--- src/rtl/vision_reset_sequencer.sv ---
// Staged release of NUM_STAGES downstream resets once the PLL is locked.
// Define VISION_RSTSEQ_TIMEOUT_EN to build the ready timeout and the sticky ERROR state.
module vision_reset_sequencer #(
  parameter int NUM_STAGES     = 4,
  parameter int DELAY_CYCLES   = 1024,
  parameter int TIMEOUT_CYCLES = 65536
) (
  input  logic                  clk,
  input  logic                  fabric_reset_n,
  input  logic                  pll_lock,
  input  logic                  soft_rst_req,
  input  logic [NUM_STAGES-1:0] stage_ready,
  output logic [NUM_STAGES-1:0] stage_reset_n,
  output logic                  seq_done,
  output logic                  seq_error,
  output logic [((NUM_STAGES > 1) ? $clog2(NUM_STAGES) : 1)-1:0] err_stage
);

  localparam int IDX_W = (NUM_STAGES > 1) ? $clog2(NUM_STAGES) : 1;
  localparam int DLY_W = $clog2(DELAY_CYCLES);
  localparam logic [IDX_W-1:0] LAST_IDX = IDX_W'(NUM_STAGES - 1);
  localparam logic [DLY_W-1:0] DLY_LAST = DLY_W'(DELAY_CYCLES - 1);

  if (NUM_STAGES < 1 || NUM_STAGES > 8) begin : g_bad_stages
    $error("NUM_STAGES must be in 1..8");
  end
  if (DELAY_CYCLES < 2 || TIMEOUT_CYCLES < 2) begin : g_bad_counts
    $error("DELAY_CYCLES and TIMEOUT_CYCLES must be at least 2");
  end

  typedef enum logic [2:0] {
    WAIT_LOCK,
    DELAY,
    WAIT_READY,
    DONE,
    ERROR
  } state_t;

  // NOTE: reset asserts asynchronously but deasserts on clk, so no flop sees a
  // release edge close to its clock edge.
  logic [1:0] rst_pipe;
  logic       rst_n;

  always_ff @(posedge clk or negedge fabric_reset_n) begin
    if (!fabric_reset_n) rst_pipe <= 2'b00;
    else                 rst_pipe <= {rst_pipe[0], 1'b1};
  end
  assign rst_n = rst_pipe[1];

  logic                  plock_meta, plock_s;
  logic [NUM_STAGES-1:0] rdy_meta, rdy_s;

  // NOTE: sequential state always uses non-blocking assignments so every flop
  // samples pre-edge values regardless of statement order.
  always_ff @(posedge clk or negedge rst_n) begin
    if (!rst_n) begin
      plock_meta <= 1'b0;
      plock_s    <= 1'b0;
      rdy_meta   <= '0;
      rdy_s      <= '0;
    end else begin
      plock_meta <= pll_lock;
      plock_s    <= plock_meta;
      rdy_meta   <= stage_ready;
      rdy_s      <= rdy_meta;
    end
  end

  state_t                state_q, state_d;
  logic [IDX_W-1:0]      idx_q, idx_d;
  logic [DLY_W-1:0]      dly_q, dly_d;
  logic [NUM_STAGES-1:0] rst_q, rst_d;
  logic                  abort;

`ifdef VISION_RSTSEQ_TIMEOUT_EN
  localparam int TMO_W = $clog2(TIMEOUT_CYCLES);
  localparam logic [TMO_W-1:0] TMO_LAST = TMO_W'(TIMEOUT_CYCLES - 1);
  logic [TMO_W-1:0] to_q, to_d;
  logic             err_q, err_d;
  logic [IDX_W-1:0] es_q, es_d;
`endif

  // Lock loss and soft request have the same effect, so their relative priority
  // collapses into one abort term.
  assign abort = !plock_s || soft_rst_req;

  // NOTE: every always_comb output gets a default first so no path infers a latch.
  always_comb begin
    state_d = state_q;
    idx_d   = idx_q;
    dly_d   = dly_q;
    rst_d   = rst_q;
`ifdef VISION_RSTSEQ_TIMEOUT_EN
    to_d    = to_q;
    err_d   = err_q;
    es_d    = es_q;
`endif
    if (state_q != ERROR && abort) begin
      state_d = WAIT_LOCK;
      idx_d   = '0;
      dly_d   = '0;
      rst_d   = '0;
    end else begin
      case (state_q)
        WAIT_LOCK: begin
          // Reaching here means plock_s is high and no soft request is pending.
          rst_d   = '0;
          idx_d   = '0;
          dly_d   = '0;
          state_d = DELAY;
        end
        DELAY: begin
          if (dly_q == DLY_LAST) begin
            rst_d[idx_q] = 1'b1;
            state_d      = WAIT_READY;
`ifdef VISION_RSTSEQ_TIMEOUT_EN
            to_d         = '0;
`endif
          end else begin
            dly_d = dly_q + 1'b1;
          end
        end
        WAIT_READY: begin
          if (rdy_s[idx_q]) begin
            if (idx_q == LAST_IDX) begin
              state_d = DONE;
            end else begin
              idx_d   = idx_q + 1'b1;
              dly_d   = '0;
              state_d = DELAY;
            end
          end
`ifdef VISION_RSTSEQ_TIMEOUT_EN
          else if (to_q == TMO_LAST) begin
            state_d = ERROR;
            rst_d   = '0;
            err_d   = 1'b1;
            es_d    = idx_q;
          end else begin
            to_d = to_q + 1'b1;
          end
`endif
        end
        DONE: ;
        ERROR: begin
          rst_d = '0;
`ifdef VISION_RSTSEQ_TIMEOUT_EN
          if (soft_rst_req) begin
            state_d = WAIT_LOCK;
            idx_d   = '0;
            err_d   = 1'b0;
            es_d    = '0;
          end
`else
          state_d = WAIT_LOCK;
`endif
        end
        default: state_d = WAIT_LOCK;
      endcase
    end
  end

  always_ff @(posedge clk or negedge rst_n) begin
    if (!rst_n) begin
      state_q <= WAIT_LOCK;
      idx_q   <= '0;
      dly_q   <= '0;
      rst_q   <= '0;
`ifdef VISION_RSTSEQ_TIMEOUT_EN
      to_q    <= '0;
      err_q   <= 1'b0;
      es_q    <= '0;
`endif
    end else begin
      state_q <= state_d;
      idx_q   <= idx_d;
      dly_q   <= dly_d;
      rst_q   <= rst_d;
`ifdef VISION_RSTSEQ_TIMEOUT_EN
      to_q    <= to_d;
      err_q   <= err_d;
      es_q    <= es_d;
`endif
    end
  end

  assign stage_reset_n = rst_q;
  assign seq_done      = (state_q == DONE);
`ifdef VISION_RSTSEQ_TIMEOUT_EN
  assign seq_error     = err_q;
  assign err_stage     = es_q;
`else
  assign seq_error     = 1'b0;
  assign err_stage     = '0;
`endif

endmodule

--- config.mk ---
export PLATFORM = sky130hd
export DESIGN_NAME = vision_reset_sequencer
export DESIGN_NICKNAME = d
export VERILOG_FILES = /design/src/rtl/vision_reset_sequencer.sv
export SDC_FILE = /design/constraint.sdc
export NUM_CORES = 1
export LEC_CHECK = 0
export CORE_ASPECT_RATIO = 0.75
export CORE_MARGIN = 2
export CORE_UTILIZATION = 46
export DETAILED_ROUTE_END_ITERATION = 6
export PLACE_DENSITY = 0.68
export SLEW_MARGIN = 20
export SYNTH_ARGS = -nofsm -noshare
export SYNTH_HDL_FRONTEND = slang
export SYNTH_SLANG_ARGS = --single-unit
--- constraint.sdc ---
create_clock -name clk -period 1.23 [get_ports clk]
set_input_delay 0.1845 -clock clk [delete_from_list [all_inputs] [get_ports clk]]
set_output_delay 0.1845 -clock clk [all_outputs]
set_load 0.005 [all_outputs]
Yosys cells after proc, flatten, opt, wreduce, memory -nomap -nowiden
Cells that the tools add are included.
{"block": "word_totals", "reg_bits": 31, "inputBits": 8, "out_inout_bits": 8, "elab_cells": 60}
{"block": "classes", "n_addsub": 2, "n_lt_le_gt_ge": 2, "n_eq_ne": 12, "mux": 21, "bitwise_logic": 1, "n_reduce_logical": 13}
{"op": "$mux 10", "count": 4}
{"op": "$pmux 10 s3", "count": 1}
{"op": "$ne 3x3->1 const B", "count": 5}
{"op": "$pmux 3 s4", "count": 1}
{"op": "$add 10x1->10 const B", "count": 1}
{"op": "$eq 10x10->1 const B", "count": 1}
{"op": "$mux 3", "count": 3}
{"op": "$mux 2", "count": 4}
{"op": "$mux 4", "count": 2}
{"op": "$pmux 4 s2", "count": 1}
{"op": "$eq 3x2->1 const B", "count": 2}
{"op": "$reduce_and 3->1", "count": 2}
{"op": "$reduce_bool 3->1", "count": 2}
{"op": "$or 4x4->4", "count": 1}
{"op": "$pmux 2 s2", "count": 1}
{"op": "$reduce_and 4->1", "count": 1}
{"op": "$reduce_bool 4->1", "count": 1}
{"op": "$eq 3x1->1 const B", "count": 1}
{"op": "$eq 3x3->1 const B", "count": 1}
{"op": "$logic_not 3->1", "count": 1}
{"op": "$lt 2x3->1 const B", "count": 1}
{"op": "$add 2x1->2 const B", "count": 1}
{"op": "$bmux 1 s2", "count": 1}
{"op": "$demux 1 s2", "count": 1}
{"op": "9 further kinds", "count": 11}

Longest topological paths before layout
Gate-level depths: netlist of run 1.
{"block": "depth", "ltp_word": 8, "ltp_mapped": 6, "depth_no_buf": 6}

Worst setup path before layout of run 1
OpenSTA, ideal clock, no wires.
{"block": "synth_path", "path_type": "register to register", "start": "register idx_q[0]", "end": "register dly_q[3]", "setup_ns": 0.124, "arrival_ns": 1.836, "required_time_ns": 1.106, "setup_slack_ns": -0.730, "path_stages_with_launch": 7, "path_buffers": 0, "path_cell_list": "dfrtp_1 ha_1 or3b_1 o221a_4 a21oi_4 inv_2 a211o_1"}
{"block": "synth_via", "elab_chain_cells": 4, "word_cells_on_any_way": 6}
{"element": "start: declaration", "line_no": "70", "source": "logic [IDX_W-1:0] idx_q, idx_d;"}
{"element": "start signal: assignment", "line_no": "176", "source": "idx_q <= idx_d;"}
{"element": "$bmux 1 s2", "line_no": "124", "source": "if (rdy_s[idx_q]) begin"}
{"element": "$mux 1 (implied by the code)", "line_no": "124"}
{"element": "$ne 3x3->1 (no source line)"}
{"element": "$reduce_and 4->1 (no source line) (*)"}
{"element": "end signal: assignment", "line_no": "177", "source": "dly_q <= dly_d;"}
{"element": "end: declaration", "line_no": "71", "source": "logic [DLY_W-1:0] dly_q, dly_d;"}
Mark *: on every way between the ends. The rest lies on a longest branch, timed or not. The select of a mux whose other input is x is not followed.
A chain may end at the register's enable or synchronous reset.

Worst setup path in the final report of run 1
Ends and elaborated chain as after synthesis.

==> results of run 1 <==
## final timing paths
path / from / endpoint / slack (ns) / depth (start not counted)
worst max-delay path: idx_q[0]$_DFFE_PN0P_ / dly_q[3]$_DFFE_PN0P_ / -0.64 / 6
worst min-delay path: fabric_reset_n / rst_pipe[0]$_DFF_PN0_ / 0.07 / 1
worst max register to register: idx_q[0]$_DFFE_PN0P_ / dly_q[3]$_DFFE_PN0P_ / -0.64 / 6
worst min register to register: rst_pipe[1]$_DFF_PN0_ / plock_meta$_DFF_PN0_ / 0.12 / 0
max in group asynchronous: rst_pipe[1]$_DFF_PN0_ / stage_reset_n[2]$_DFFE_PN0P_ / 0.69 / 1
min in group clk: stage_ready[2] / rdy_meta[2]$_DFF_PN0_ / 0.34 / 1
## state kept, by name (all words and copies together) (netlist names)
register,flops
plock_meta,1
state_q,2
rdy_meta,4
dly_q,10
stage_reset_n,4
plock_s,1
idx_q,2
rst_pipe,2
rdy_s,4
## per-layer routing
metal	track usage, %	vias to the layer above	part of all wire (%)
li1	-	538	-
met1	27.0	575	44
met2	36.7	48	48
met3	5.95	10	4.6
met4	14.3	0	3.1
met5	0	-	0
## stage by stage
| step | TNS, ns | power, W |
|---|---|---|
| floorplan | -6.66 | 0.00108 |
| global placement | -7.80 | 0.00113 |
| detailed placement | -8.32 | 0.00114 |
| CTS | -7.80 | 0.00188 |
| global route | -9.34 | 0.00194 |
| finish | -8.52 | 0.00189 |
## cells in the mapped netlist, types with 2 or more instances
cell | number | area share [%]
nor2_1 | 5 | 1.4
o21ai_0 | 3 | 1.1
buf_4 | 4 | 2.2
dfrtp_1 | 30 | 55
nor4_1 | 3 | 1.4
nor3_1 | 2 | 0.73
nand3_1 | 5 | 1.8
inv_1 | 3 | 0.83
and4_2 | 2 | 1.5
ha_1 | 5 | 4.6
a21oi_1 | 4 | 1.5
mux2i_1 | 2 | 1.5
a31oi_1 | 4 | 1.8
nor4b_1 | 2 | 1.3
nand2_1 | 8 | 2.2
a21o_2 | 2 | 1.3
nand3b_1 | 2 | 1.1
a22o_1 | 4 | 2.6
nand2b_1 | 2 | 0.92
conb_1 | 2 | 0.55
## report_power, final
group,switching (W),internal [W],total (W),leakage [nW]
combinational,0.0000554,0.0000638,0.000119,0.531
sequential,0.0000169,0.00101,0.00103,0.390
clock,0.000363,0.000379,0.000742,0.0438
total,0.000436,0.00145,0.00189,0.965
## worst max-delay path, stage by stage, from the launching register on
cell and delay, ns:
dfrtp_1 0.40, ha_2 0.22, or3b_4 0.39, o221a_4 0.28, a21oi_4 0.13, inv_2 0.08
a211o_1 0.26
## logic make-up (layout without fill, tap and decap cells)
logic type,count (synthesis),after routing,share of synthesized area (%)
and+or+nand+nor,41,41,17.7
DFF,30,30,55.0
AOI/OAI and AO/OA,28,28,16.3
buffers and inverters,9,63,3.67
adders and majority gates,5,5,4.59
other,2,4,0.551
muxes,2,2,1.47
xor gates and xnor gates,1,1,0.642
## repair_timing
action,CTS,global route
pin swaps,16,9
gates cloned,0,0
setup endpoints to repair,23,19
buffers inserted,7,4
resized for setup,23,4
## final cells by class
class | count | area [um^2] | share of cell area [%]
Clock buffer | 5 | 68.8 | 3.43
Clock inverter | 2 | 10.0 | 0.499
Sequential cell | 30 | 751 | 37.4
Timing Repair Buffer | 52 | 443 | 22.1
Inverter | 4 | 15.0 | 0.749
Tap cell | 38 | 47.5 | 2.37
Multi-Input combinational cell | 81 | 671 | 33.4
## layout by cell type, fill, tap and decap left out, drive strengths merged, types with 3 or more instances in the layout
| master | n |
|---|---|
| ha | 5 |
| nor4 | 3 |
| buf | 40 |
| clkdlybuf4s50 | 8 |
| dlygate4sd2 | 4 |
| clkbuf | 5 |
| a21oi | 5 |
| inv | 4 |
| nand3 | 5 |
| a22o | 5 |
| nand2 | 8 |
| a31oi | 4 |
| conb | 4 |
| a21o | 3 |
| dfrtp | 30 |
| o21ai | 3 |
| nor2 | 5 |
==> reports/results.ini, run 1 <==
[drt]
via_per_inst=5.52
wirelength_um=3450
wire_per_inst_um=16.3
antenna_left=0
via_count=1171
route.detailed.drc=0
drtPass1Iterations=4
drtIter0Drc=54

[final_layout]
syn_to_final_growth_pct=47.1
layout.cells.non_filler=212
post-route-util_pct=69.3
n_antenna_cell=0
final_layout_size_suffix_gt1_share_pct=42.0
nNetsFinal=187
fill_cells=202
design_area_um2=2010

[grt]
antenna_found_initial=0
grt_pass1_vias=1153
gr-usage-all-layers_pct=22.7
grt_overflow=0
grt_pass1_wl_um=5550
grt_max_degree=24

[floorplanning]
die_h_um=51.2
placeableCoreArea_um2=2890
dieArea_um2=3420
io_pins=16
floorplan.initialDensity_pct=47.1
rows=17
die_width_um=66.9

[worst_setup_path]
endpoint_kind=flip-flop
startpoint_type=flip-flop
path_max_fanout=5
crit_arrival_ns=2.03
path_class=reg2reg
crit_required_ns=1.39

[sta]
fin_hold_ws_ns=0.0663
setup_viol=19
fin_crit_ns=1.87
fin_crit_sh_pct=152
setup_ws_ns=-0.638
grt_setup_unrepaired=yes
finalHoldViolations=0
slew_violations=0
final.setup_skew_ns=0.00496
fmax_mhz=535

[placement]
numPortBuffers=12
placed_cells=196
hpwl_um=2170
place_congestion=0.763
place_area_um2=1770
place_ws_ns=-0.623

[clocking]
cts_hold_buf=0
cts_tree=done
cts-root-buf=clkbuf_8
htreeDepth=2
clock_path_buffers=2
clk_latency_ns=0.28
cts.sinks=30
cts_buffers=5
clkTransAtPathRegs_ns=0.06

[hold_path]
min_path_type=in2async

[yosys]
async_flop_share_pct=100
synth_seq_cells=30
ys_types=44
avgSynthCellArea_um2=11.6
synth_area_um2=1360
synth_warnings=0
synthFlopType=dfrtp_1
syn_inst=118
synth-edff-count=0
synth_seq_area_share_pct=55.0

[pwr]
p_per_area_nw_per_um2=941
leakage_nw=0.965
irDropWorstVdd_uv=732

[run_status]
violations=negative setup slack
outcome=complete, but fails checks

[job]
maxCapViolations=0

Power figures use the tool's default switching activity.
==> run 2, diff against run 1 <==
--- a/config.mk
+++ b/config.mk
@@ -5,10 +5,12 @@
 export SDC_FILE = /design/constraint.sdc
 export NUM_CORES = 1
 export LEC_CHECK = 0
+export CAP_MARGIN = 25
 export CORE_ASPECT_RATIO = 0.75
 export CORE_MARGIN = 2
 export CORE_UTILIZATION = 46
 export DETAILED_ROUTE_END_ITERATION = 6
+export GPL_TIMING_DRIVEN = 0
 export PLACE_DENSITY = 0.68
 export SLEW_MARGIN = 20
 export SYNTH_ARGS = -nofsm -noshare
==> constraint.sdc (replaced) <==
create_clock -name clk -period 1.23 [get_ports clk]
set_input_delay 0.246 -clock clk [delete_from_list [all_inputs] [get_ports clk]]
set_output_delay 0.246 -clock clk [all_outputs]
set_load 0.005 [all_outputs]
==> reports/results.ini, run 2 (synthesis results as in run 1) <==
[clocking]
clkTransAtPathRegs_ns=0.07  ; was 0.06 ns
cts_buffers=5  ; unchanged
clock_path_buffers=2  ; unchanged
cts_hold_buf=0  ; unchanged
cts_tree=done  ; unchanged
clk_latency_ns=0.28  ; about the same
cts.sinks=30  ; unchanged
cts-root-buf=clkbuf_8  ; unchanged
htreeDepth=2  ; unchanged

[run_status]
violations=negative setup slack  ; unchanged
outcome=complete, but fails checks  ; unchanged

[sta]
tightest_slew_ns=0.667
fmax_mhz=547  ; was 535 MHz
relSlewSlack_pct=55.4
grt_setup_unrepaired=yes  ; unchanged
fin_crit_sh_pct=149  ; was 152%
fin_crit_ns=1.83  ; was 1.87 ns
fin_hold_ws_ns=0.128  ; was 0.0663 ns
setup_ws_ns=-0.600  ; was -0.638 ns
final.setup_skew_ns=0.00534  ; was 0.00496 ns
slew_violations=0  ; unchanged
finalHoldViolations=0  ; unchanged
setup_viol=19  ; unchanged

[final_layout]
top_register=dly_q  ; unchanged
mostFrequentLayoutCell=dfrtp_1  ; was buf_4
post-route-util_pct=64.9  ; was 69.3%
syn_to_final_growth_pct=37.7  ; was 47.1%
largest_register_ffs=10  ; unchanged
nNetsFinal=169  ; was 187
n_antenna_cell=0  ; unchanged
layout_common_cells=dfrtp_1, buf_4, nand2_1  ; was buf_4, dfrtp_1, nand2_1, clkdlybuf4s50_1, clkbuf_8
final_layout_size_suffix_gt1_share_pct=34.4  ; was 42.0%

[drt]
drtIter0Drc=49  ; was 54
wirelength_um=2730  ; was 3450 um
antenna_left=0  ; unchanged
route.detailed.drc=0  ; unchanged
via_per_inst=5.23  ; was 5.52
via_count=1019  ; was 1171
drtPass1Iterations=4  ; unchanged
wire_per_inst_um=14.0  ; was 16.3 um

[grt]
grt_overflow=0  ; unchanged
gr-usage-all-layers_pct=18.8  ; was 22.7%
grt_pass1_vias=933  ; was 1153
grt_max_degree=16  ; was 24
antenna_found_initial=0  ; unchanged
grt_pass1_wl_um=4510  ; was 5550 um

[worst_setup_path]
cp_top_family=compound AO/OA/AOI/OAI gates  ; unchanged
path_max_fanout=5  ; unchanged
slowest_delay_ns=0.42  ; was 0.40 ns
crit_required_ns=1.40  ; was 1.39 ns
critical_path_buf_inv_count=1  ; unchanged
slowest_stage=dfrtp_2  ; was dfrtp_1
path_class=reg2reg  ; unchanged
endpoint_kind=flip-flop  ; unchanged
crit_arrival_ns=2.00  ; was 2.03 ns
path_cells=ha_4 -> or3b_4 -> o221a_4 -> a21oi_4 -> inv_2 -> a211o_1  ; was ha_2 -> or3b_4 -> o221a_4 -> a21oi_4 -> inv_2 -> a211o_1
startpoint_type=flip-flop  ; unchanged

[floorplanning]
die_width_um=66.9  ; unchanged
die_h_um=51.2  ; unchanged
floorplan.initialDensity_pct=47.1  ; unchanged
io_pins=16  ; unchanged
rows=17  ; unchanged
dieArea_um2=3420  ; unchanged
placeableCoreArea_um2=2890  ; unchanged

[pwr]
irDropWorstVdd_uv=934  ; was 732 uV
p_per_area_nw_per_um2=1110  ; was 941 nW/um^2
leakage_nw=0.875  ; was 0.965 nW

[placement]
place_congestion=0.810  ; was 0.763
numPortBuffers=12  ; unchanged
hpwl_um=1760  ; was 2170 um

[hold_path]
min_path_type=in2async  ; unchanged

[job]
maxCapViolations=0  ; unchanged

==> run 2: changes by cell type in the layout (fill, tap and decap cells not counted), moves of 2 or more <==
cell	change
buf_4	-16
dfrtp_1	-3
dfrtp_2	+3
buf_6	-2
ha_2	-2
ha_4	+2
==> run 2: report_power, final <==
part           switching, W   total, W  internal, W
combinational     0.0000394  0.0000874    0.0000479
clock              0.000363   0.000958     0.000595
sequential        0.0000221    0.00103      0.00101
==> run 2: worst register-to-register path, stage by stage, from the launching register on <==
cell,delay [ns]
dfrtp_2,0.42
ha_4,0.17
or3b_4,0.37
o221a_4,0.28
a21oi_4,0.14
inv_2,0.08
a211o_1,0.26
==> run 2: metal layers <==
metal  global-route usage [%]  vias to the layer above  routed length [um]
met3                     5.95                        5                  94
met5                        0                        -                   0
met2                     27.8                       19                1240
met1                     25.7                      492                1360
li1                         -                      503                   -
met4                     7.14                        0                  28
==> run 2: path summary, 6_finish.rpt <==
kind                                          endpoint                   from  slack (ns)  cells after the start
worst max-delay path              dly_q[3]$_DFFE_PN0P_   idx_q[0]$_DFFE_PN0P_       -0.60                      6
worst max register to register    dly_q[3]$_DFFE_PN0P_   idx_q[0]$_DFFE_PN0P_       -0.60                      6
worst min register to register  state_q[1]$_DFFE_PN0P_  rst_pipe[1]$_DFF_PN0_        0.24                      0
max in group asynchronous         idx_q[0]$_DFFE_PN0P_  rst_pipe[1]$_DFF_PN0_        0.47                      1
min in group clk                    rdy_s[3]$_DFF_PN0_  rdy_meta[3]$_DFF_PN0_        0.35                      0
worst min-delay path             rst_pipe[1]$_DFF_PN0_         fabric_reset_n        0.13                      1
==> run 2: repair_timing <==
action,in CTS,in global routing
hold endpoints to repair,0,0
pin swaps,4,5
endpoints found under the setup margin,23,19
gates resized for setup,18,7
buffers inserted,10,7
==> run 2: cell type report <==
cell class              instances  area, um^2
fillers                       231        1010
well taps                      38        47.5
inverters                       4        15.0
plain buffers                   4        30.0
multi-input cells              81         658
flip-flops and latches         30         754
clock inverters                 3        40.0
clock buffers                   5        68.8
repair buffers                 30         264
==> run 2: per-stage QoR <==
stage	TNS (ns)	instance area, um^2	std cells	worst slack [ns]	total power (W)
2_1_floorplan	-6.66	1390	120	-0.657	0.00108
3_3_place_gp	-10.92	1560	170	-0.828	0.00112
3_5_place_dp	-11.05	1570	171	-0.836	0.00112
4_1_cts	-7.80	1800	189	-0.593	0.00208
5_1_grt	-9.19	1880	195	-0.651	0.00216
6_report	-8.09	1880	195	-0.600	0.00208
==> run 3, diff against run 2 <==
--- a/config.mk
+++ b/config.mk
@@ -8,11 +8,10 @@
 export CAP_MARGIN = 25
 export CORE_ASPECT_RATIO = 0.75
 export CORE_MARGIN = 2
-export CORE_UTILIZATION = 46
+export CORE_UTILIZATION = 35
+export CTS_CLUSTER_DIAMETER = 150
 export DETAILED_ROUTE_END_ITERATION = 6
 export GPL_TIMING_DRIVEN = 0
-export PLACE_DENSITY = 0.68
-export SLEW_MARGIN = 20
 export SYNTH_ARGS = -nofsm -noshare
 export SYNTH_HDL_FRONTEND = slang
 export SYNTH_SLANG_ARGS = --single-unit
==> reports/results.ini, run 3 (synthesis results as in run 1) <==
[worst_setup_path]
crit_required_ns=1.40  ; about the same
rr_startpoint=idx_q[0]$_DFFE_PN0P_  ; unchanged
crit-reg2reg-capture=dly_q[3]$_DFFE_PN0P_  ; unchanged
r2r_setup_slack_ns=-0.60  ; about the same
crit_arrival_ns=2.00  ; about the same
path_max_fanout=5  ; unchanged
path_class=reg2reg  ; unchanged
startpoint_type=flip-flop  ; unchanged
endpoint_kind=flip-flop  ; unchanged
reg2reg_depth=6  ; unchanged

[final_layout]
mostFrequentLayoutCell=dfrtp_1  ; unchanged
post-route-util_pct=51.8  ; was 64.9%
syn_to_final_growth_pct=40.8  ; was 37.7%
multi_input_area_um2=669  ; was 658 um^2
fill_cells=328  ; was 231
design_area_um2=1920  ; was 1880 um^2
top_register=dly_q  ; unchanged
n_antenna_cell=0  ; unchanged
regArea_um2=756  ; was 754 um^2
largest_register_ffs=10  ; unchanged
layout_common_cells=dfrtp_1, buf_4, nand2_1  ; unchanged
nNetsFinal=166  ; was 169
final_layout_size_suffix_gt1_share_pct=36.4  ; was 34.4%

[drt]
route.detailed.drc=0  ; unchanged
via_per_inst=5.07  ; was 5.23
via_count=1045  ; was 1019
wirelength_um=2910  ; was 2730 um
drtIter0Drc=29  ; was 49
drtPass1Iterations=4  ; unchanged
antenna_left=0  ; unchanged
wire_per_inst_um=14.1  ; was 14.0 um

[sta]
tightest_slew_ns=0.606  ; was 0.667 ns
relSlewSlack_pct=59.6  ; was 55.4%
grt_setup_unrepaired=yes  ; unchanged
fin_hold_ws_ns=0.123  ; was 0.128 ns
finalHoldViolations=0  ; unchanged
final.setup_skew_ns=0.00545  ; was 0.00534 ns
setup_viol=19  ; unchanged
setup_ws_ns=-0.604  ; was -0.600 ns
slew_violations=0  ; unchanged
fin_crit_ns=1.83  ; about the same
fmax_mhz=545  ; was 547 MHz
fin_crit_sh_pct=149  ; about the same

[clocking]
cts-root-buf=clkbuf_8  ; unchanged
cts_hold_buf=0  ; unchanged
clock_path_buffers=2  ; unchanged
clkTransAtPathRegs_ns=0.07  ; about the same
cts_tree=done  ; unchanged
clk_latency_ns=0.28  ; about the same
htreeDepth=2  ; unchanged
cts.sinks=30  ; unchanged
cts_buffers=5  ; unchanged

[grt]
antenna_found_initial=0  ; unchanged
grt_pass1_vias=1026  ; was 933
gr-usage-all-layers_pct=13.9  ; was 18.8%
grt_pass1_wl_um=4770  ; was 4510 um
grt_overflow=0  ; unchanged
grt_max_degree=16  ; unchanged

[floorplanning]
die_width_um=76.1  ; was 66.9 um
floorplan.initialDensity_pct=36.8  ; was 47.1%
rows=19  ; was 17
io_pins=16  ; unchanged
dieArea_um2=4420  ; was 3420 um^2
die_h_um=58.1  ; was 51.2 um
placeableCoreArea_um2=3710  ; was 2890 um^2

[pwr]
leakage_nw=0.876  ; was 0.875 nW
p_per_area_nw_per_um2=1230  ; was 1110 nW/um^2
irDropWorstVdd_uv=792  ; was 934 uV

[placement]
numPortBuffers=12  ; unchanged
place_congestion=0.763  ; was 0.810
place_area_um2=1590  ; was 1570 um^2
hpwl_um=1910  ; was 1760 um

[job]
maxCapViolations=0  ; unchanged

[hold_path]
min_path_type=in2async  ; unchanged

[run_status]
violations=negative setup slack  ; unchanged
outcome=complete, but fails checks  ; unchanged

## run 3: power breakdown
part / total, W / switching [W] / internal (W)
registers: 0.00103 / 0.0000211 / 0.00101
clock network: 0.00123 / 0.000369 / 0.000864
logic: 0.0000950 / 0.0000424 / 0.0000525
## run 3: timing repair
item / in CTS / in global routing
resized for setup: 24 / 10
pin swaps: 5 / 3
setup endpoints to repair: 23 / 19
hold endpoints to repair: 0 / 0
setup buffers: 12 / 2
## run 3: worst max-delay path by stage
stage | startpoint | endpoint | slack [ns] | cells past startpoint
after floorplan | idx_q[0]$_DFFE_PN0P_ | dly_q[3]$_DFFE_PN0P_ | -0.66 | 6
after global placement | idx_q[0]$_DFFE_PN0P_ | dly_q[3]$_DFFE_PN0P_ | -0.82 | 6
after detailed placement | idx_q[0]$_DFFE_PN0P_ | dly_q[3]$_DFFE_PN0P_ | -0.83 | 6
after CTS | idx_q[0]$_DFFE_PN0P_ | dly_q[3]$_DFFE_PN0P_ | -0.59 | 6
after global routing | idx_q[0]$_DFFE_PN0P_ | dly_q[4]$_DFFE_PN0P_ | -0.66 | 6
final | idx_q[0]$_DFFE_PN0P_ | dly_q[3]$_DFFE_PN0P_ | -0.60 | 6
## run 3: worst max-delay path, cell delays in order (launching register included)
cell     delay, ns
dfrtp_2       0.43
ha_4          0.17
or3b_4        0.37
o221a_4       0.28
a21oi_4       0.13
inv_2         0.08
a211o_1       0.26
## run 3: area by class of cell
type / instances / area share [%]
flip-flops and latches: 30 / 39.3
repair buffers: 27 / 12.6
inverters: 4 / 0.782
clock inverters: 2 / 3.13
clock buffers: 6 / 4.30
plain buffers: 4 / 1.56
multi-input cells: 81 / 34.9
well taps: 52 / 3.39
## run 3: per-layer routing
| metal | up-vias | global-route usage, % | part of all wire, % |
|---|---|---|---|
| li1 | 501 | - | - |
| met3 | 4 | 4.83 | 4.9 |
| met5 | - | 0 | 0 |
| met4 | 0 | 4.94 | 0.65 |
| met1 | 512 | 18.6 | 50 |
| met2 | 28 | 21.2 | 44 |
## run 3: through the flow
step | total power [W] | cells | setup WS (ns) | setup TNS [ns]
after CTS | 0.00237 | 204 | -0.592 | -7.52
after detailed placement | 0.00113 | 185 | -0.828 | -11.04
after global placement | 0.00112 | 184 | -0.816 | -10.90
final | 0.00236 | 206 | -0.604 | -7.35
after floorplan | 0.00108 | 120 | -0.657 | -6.66
after global routing | 0.00244 | 206 | -0.658 | -8.53
